[config.mk]
export PLATFORM = sky130hd
export DESIGN_NAME = pa_core_ifu
export DESIGN_NICKNAME = d
export VERILOG_FILES = /design/src/rtl/pa_core_ifu.sv
export SDC_FILE = /design/constraint.sdc
export NUM_CORES = 1
export LEC_CHECK = 0
export ABC_AREA = 1
export CAP_MARGIN = 20
export CORE_MARGIN = 3
export CORE_UTILIZATION = 33
export CTS_BUF_LIST = sky130_fd_sc_hd__clkbuf_4 sky130_fd_sc_hd__clkbuf_8
export DETAILED_ROUTE_END_ITERATION = 10
export PLACE_DENSITY = 0.67
export SYNTH_ARGS = -nofsm -noshare
export SYNTH_HDL_FRONTEND = slang
export SYNTH_SLANG_ARGS = --single-unit
[constraint.sdc]
create_clock -name clk_i -period 1.54 [get_ports clk_i]
set_input_delay 0.154 -clock clk_i [delete_from_list [all_inputs] [get_ports clk_i]]
set_output_delay 0.154 -clock clk_i [all_outputs]
set_load 0.01 [all_outputs]
[src/rtl/pa_core_ifu.sv]
// pa_core_ifu: instruction fetch unit for the MIPS core.
//
// This unit owns the program counter and drives it to the ITCM as the fetch
// address. The ITCM answers in the same cycle. The returned word is registered
// into the IF/ID pipeline register at the next rising edge.
//
// Redirects:
//   - Branch/jump: one delay slot is kept.
//   - Exception: squashes the current fetch.
// Flushes turn the IF/ID register into a bubble. After an unaligned fetch the
// unit parks until an exception redirect arrives.
//
// Ports:
//   clk_i           core clock, rising edge
//   rst_i           synchronous active-high reset
//   stall_i         hold PC and IF/ID
//   flush_i         IF/ID becomes a bubble at the next edge
//   jump_en_i       taken branch/jump from ID (delay slot preserved)
//   jump_addr_i     branch/jump target
//   expt_en_i       exception redirect (highest priority after reset)
//   expt_addr_i     exception handler address
//   inst_addr_o     fetch address to ITCM (the PC register itself)
//   inst_data_i     instruction word from ITCM, same cycle
//   unalign_expt_i  ITCM flags a misaligned fetch address
//   id_valid_o      IF/ID holds a real instruction
//   id_pc_o         PC of the IF/ID instruction
//   id_inst_o       IF/ID instruction word (0 when invalid or faulted)
//   id_unalign_o    IF/ID instruction faulted on alignment
module pa_core_ifu #(
    parameter int                      ADDR_WIDTH   = 32,
    parameter int                      DATA_WIDTH   = 32,
    parameter logic [ADDR_WIDTH-1:0]   RESET_VECTOR = 32'hBFC0_0000
) (
    input  logic                  clk_i,
    input  logic                  rst_i,
    input  logic                  stall_i,
    input  logic                  flush_i,
    input  logic                  jump_en_i,
    input  logic [ADDR_WIDTH-1:0] jump_addr_i,
    input  logic                  expt_en_i,
    input  logic [ADDR_WIDTH-1:0] expt_addr_i,
    output logic [ADDR_WIDTH-1:0] inst_addr_o,
    input  logic [DATA_WIDTH-1:0] inst_data_i,
    input  logic                  unalign_expt_i,
    output logic                  id_valid_o,
    output logic [ADDR_WIDTH-1:0] id_pc_o,
    output logic [DATA_WIDTH-1:0] id_inst_o,
    output logic                  id_unalign_o
);

    typedef enum logic {
        ST_RUN  = 1'b0,
        ST_PARK = 1'b1
    } state_t;

    state_t                state_reg;
    logic [ADDR_WIDTH-1:0] pc_reg;
    logic                  id_valid_reg;
    logic [ADDR_WIDTH-1:0] id_pc_reg;
    logic [DATA_WIDTH-1:0] id_inst_reg;
    logic                  id_unalign_reg;

    // A fetch is actually captured only in RUN with no redirect, stall or flush.
    // That is also the only edge on which an alignment fault can park the unit.
    logic capture;
    logic enter_park;

    assign capture    = (state_reg == ST_RUN) && !expt_en_i && !stall_i && !flush_i;
    assign enter_park = capture && unalign_expt_i;

    always_ff @(posedge clk_i) begin
        if (rst_i) begin
            state_reg      <= ST_RUN;
            pc_reg         <= RESET_VECTOR;
            id_valid_reg   <= 1'b0;
            id_pc_reg      <= '0;
            id_inst_reg    <= '0;
            id_unalign_reg <= 1'b0;
        end else begin
            // ---------------- next PC ----------------
            if (expt_en_i) begin
                pc_reg <= expt_addr_i;
            end else if (stall_i) begin
                // A jump presented during a stall is dropped; decode re-presents it.
                pc_reg <= pc_reg;
            end else if (jump_en_i) begin
                // Jumps also load the PC while parked.
                pc_reg <= jump_addr_i;
            end else if (state_reg == ST_PARK || enter_park) begin
                pc_reg <= pc_reg;
            end else begin
                pc_reg <= pc_reg + ADDR_WIDTH'(4);
            end

            // ---------------- state ----------------
            if (expt_en_i) begin
                state_reg <= ST_RUN;
            end else if (enter_park) begin
                state_reg <= ST_PARK;
            end

            // ---------------- IF/ID register ----------------
            // A bubble keeps id_pc so decode still sees the last PC.
            if (expt_en_i || flush_i) begin
                id_valid_reg   <= 1'b0;
                id_inst_reg    <= '0;
                id_unalign_reg <= 1'b0;
            end else if (stall_i) begin
                id_valid_reg   <= id_valid_reg;
            end else if (state_reg == ST_PARK) begin
                id_valid_reg   <= 1'b0;
                id_inst_reg    <= '0;
                id_unalign_reg <= 1'b0;
            end else begin
                // A faulted fetch is delivered as a NOP tagged with the fault.
                id_valid_reg   <= 1'b1;
                id_pc_reg      <= pc_reg;
                id_inst_reg    <= unalign_expt_i ? '0 : inst_data_i;
                id_unalign_reg <= unalign_expt_i;
            end
        end
    end

    assign inst_addr_o  = pc_reg;
    assign id_valid_o   = id_valid_reg;
    assign id_pc_o      = id_pc_reg;
    assign id_inst_o    = id_inst_reg;
    assign id_unalign_o = id_unalign_reg;

endmodule
==> summary.md <==
| Metric | Value |
|---|---|
| Register area share after synthesis | `40.57%` |
| Remaining DRCs | `0` |
| Hold Vio Cnt, Final | `0` |
| Status | `completed` |
| Most used cell, CP | `buf_4` |
| Final cycle utilization of the critical path | `97.25%` |
| Clk root buf | `clkbuf_8` |
| Layout Nets | `1093` |
| Final setup vio count | `0` |
| Crit path buffers/inverters | `3` |
| Total core area | `14200 um2` |
| H-tree Lvls | `3` |
| Grt ovf | `0` |
| Worst path max stage delay | `0.37 ns` |
| Antenna cells | `0` |
| RSZ-0062 raised after global routing | `yes` |
| Post-synth EDFFs | `0` |
| Synth cell types | `32` |
| Mapped cell area | `4885 um2` |
| Yosys reg bits | `99` |
| Post-Layout Inst Area | `8055 um2` |
| Clock buffer depth | `2` |
| Post-synth top flop | `dfxtp_1` |
| Worst Hold End | `id_inst_o[14]$_SDFFE_PP0N_` |
| Largest family of logic cells by synthesized area | `simple AND/OR/NAND/NOR gates` |
| Clk_lat worst skew | `0.39 ns` |
| Via density | `4.807` |
| Dpl cell area | `7686 um2` |
| Hold Worst Slack | `0.3021 ns` |
| Gr usage total | `21.08%` |
| GP Congestion | `0.9539` |
| CP Max Fanout | `4` |
| Syn_area_per_cell | `6.673 um2` |
| Initial antenna violation count | `0` |
| DRT iter0 DRCs | `346` |
| Post-synthesis simple-gate area fraction | `31.28%` |
| Asr flop ratio synth | `0%` |
| Slew Limit Fails | `0` |
| Final wirelength | `17620 um` |
| Adder-cell share of the synthesized area | `0.2561%` |
| P_leak | `3.384 nW` |
| Post-synthesis mux area share | `0%` |
| Final ANT Viol Nets | `0` |
| Worst r2r dst | `inst_addr_o[22]$_SDFFE_PP1P_` |
| First-pass GRT wire length | `27250 um` |
| CP max stage cell | `dfxtp_4` |
| DR pass1 iterations | `5` |
| Initial Util | `34.39%` |
| Hold Path Depth | `3` |
| Total power draw | `5.896 mW` |
| Pin count of the biggest net entering global routing | `35` |
| Synthesized Nets | `836` |
| Peak supply drop | `0.5082 mV` |
| Final HPWL DP | `13580 um` |
| Worst Tran Pin Value | `0.3505 ns` |
| DR vias | `5644` |
| Clock skew | `0.02175 ns` |
| Slew Limit Headroom | `76.63%` |
| Period minus WS final | `1.498 ns` |
| Most frequent cells after synthesis | `224 x nand2_1, 99 x dfxtp_1, 95 x nor2_1` |
| Top-area cell type share of the netlist area | `40.57%` |
| Xor and xnor area share after synthesis | `0.8965%` |
| I/O pin total | `201` |
| Critical Path Start Type | `register` |
| Reg2reg path depth | `11` |
| # Max-Cap Violations | `0` |
| Row count | `43` |
| Cells after Synth | `732` |
| Via count of the first global-routing pass | `5406` |
| Critical-path cell list | `buf_4, buf_4, dlygate4sd2_1` |
| Share of cells above drive strength 1 | `17.10%` |
| Synth area leader | `dfxtp_1` |
| Final Util | `56.71%` |
| WP data arrival | `1.34 ns` |
| Fmax | `0.6677 GHz` |
| Crit end category | `primary output` |
| Req. time, crit path | `1.39 ns` |
| Synth warnings | `0` |
| Hold Crit Class | `in2reg` |
| FF-to-FF Start | `inst_addr_o[3]$_SDFFE_PP0P_` |
| R2R Setup Slk | `0.05 ns` |
| Die area | `16300 um2` |
| Power density cells | `732.0 nW/um2` |
| Synth Area in Compound Gates | `19.36%` |
| WL per Instance | `15.01 um` |
| Hold path start | `inst_data_i[14]` |
| CTS sink cnt | `99` |
| Port bufs | `200` |
| Clock slew at reported path FFs | `0.10 ns` |
| Area growth syn-to-layout | `64.91%` |
| Crit-path leading delay family | `buffers and inverters` |
| Die height | `127.7 um` |
| Die span in x | `127.7 um` |
| Worst setup path class | `reg2out` |
| Most frequent cell after synthesis | `nand2_1` |
| Synth area leaders | `dfxtp_1 41%, nand2_1 17%, nor2_1 7.3%, a21oi_1 7.2%, a22o_1 4.7%` |
| Cts bufs inserted | `9` |
| CTS tree | `yes` |
| Fill cell count | `1378` |
-- timing repair --
action                                  CTS  global route
endpoints found under the setup margin   32            29
resized for setup                        46            52
hold buffers                              0             0
pin swaps                                 1             5
setup buffers                             1             2
-- through the flow --
step	setup slack (ns)	cells	TNS [ns]
detailed placement	-0.2257	1155	-13.64
global placement	-0.1916	1155	-10.96
finish	0.04240	1174	0
CTS	0.0008066	1172	0
floorplan	0.02318	732	0
global route	-0.04656	1174	-0.08441
-- how the worst max path moves through the flow --
stage                                            start                      endpoint  slack (ns)  cells past startpoint
after CTS                 inst_addr_o[26]$_SDFFE_PP1P_               inst_addr_o[26]      0.0008                      1
after global placement                       expt_en_i  inst_addr_o[13]$_SDFFE_PP0P_       -0.19                     10
after global routing       inst_addr_o[3]$_SDFFE_PP0P_  inst_addr_o[22]$_SDFFE_PP1P_       -0.05                     11
final                      inst_addr_o[2]$_SDFFE_PP0P_                inst_addr_o[2]        0.04                      3
after detailed placement                       stall_i      id_pc_o[23]$_SDFFE_PP0P_       -0.23                      9
after floorplan            inst_addr_o[2]$_SDFFE_PP0P_  inst_addr_o[26]$_SDFFE_PP1P_        0.02                     10
-- power by group --
part	switching, mW	internal, mW
Sequential	0.116	2.70
Combinational	0.678	0.790
Clock	0.962	0.653
-- area by class of cell --
cell class	instances	area, um2	share of cell area (%)
Clock buffer	11	145.1	1.802
Timing Repair Buffer	283	2755	34.20
Clock inverter	5	36.28	0.4505
Sequential cell	99	2022	25.10
Multi-Input combinational cell	543	2673	33.18
Tap cell	180	225.2	2.796
Inverter	53	198.9	2.470
-- logic make-up after synthesis --
group | Yosys count
adders and majority gates | 1
buffers and inverters | 90
and+or+nand+nor | 374
AOI/OAI and AO/OA | 163
DFF | 99
xor gates and xnor gates | 5
-- tightest hold or removal path, delay by kind of cell --
kind	cells	cell delay (ns)
AND/OR/NAND/NOR	1	0.06
buffers and inverters	1	0.39
AO/OA/AOI/OAI	1	0.05
-- placed cells by master, fill, tap and decap left out, types with 14 or more instances in the layout --
| master | n |
|---|---|
| nand3_1 | 31 |
| o21ai_1 | 21 |
| dfxtp_1 | 77 |
| buf_4 | 70 |
| inv_1 | 44 |
| nor2_2 | 14 |
| nand2_1 | 217 |
| a21oi_1 | 70 |
| clkdlybuf4s50_1 | 170 |
| nor2_1 | 74 |
| o21ai_0 | 39 |
| dfxtp_2 | 17 |
| a22o_1 | 26 |
| dlygate4sd2_1 | 24 |
-- metal layers --
layer / global-route usage, % / up-vias / wire (um)
li1: - / 2889 / -
met1: 26.49 / 2525 / 7799
met2: 33.91 / 205 / 7880
met3: 6.417 / 25 / 1458
met4: 8.365 / 0 / 481
met5: 0 / - / 0
Note: power is estimated with default switching activity, not from simulation.
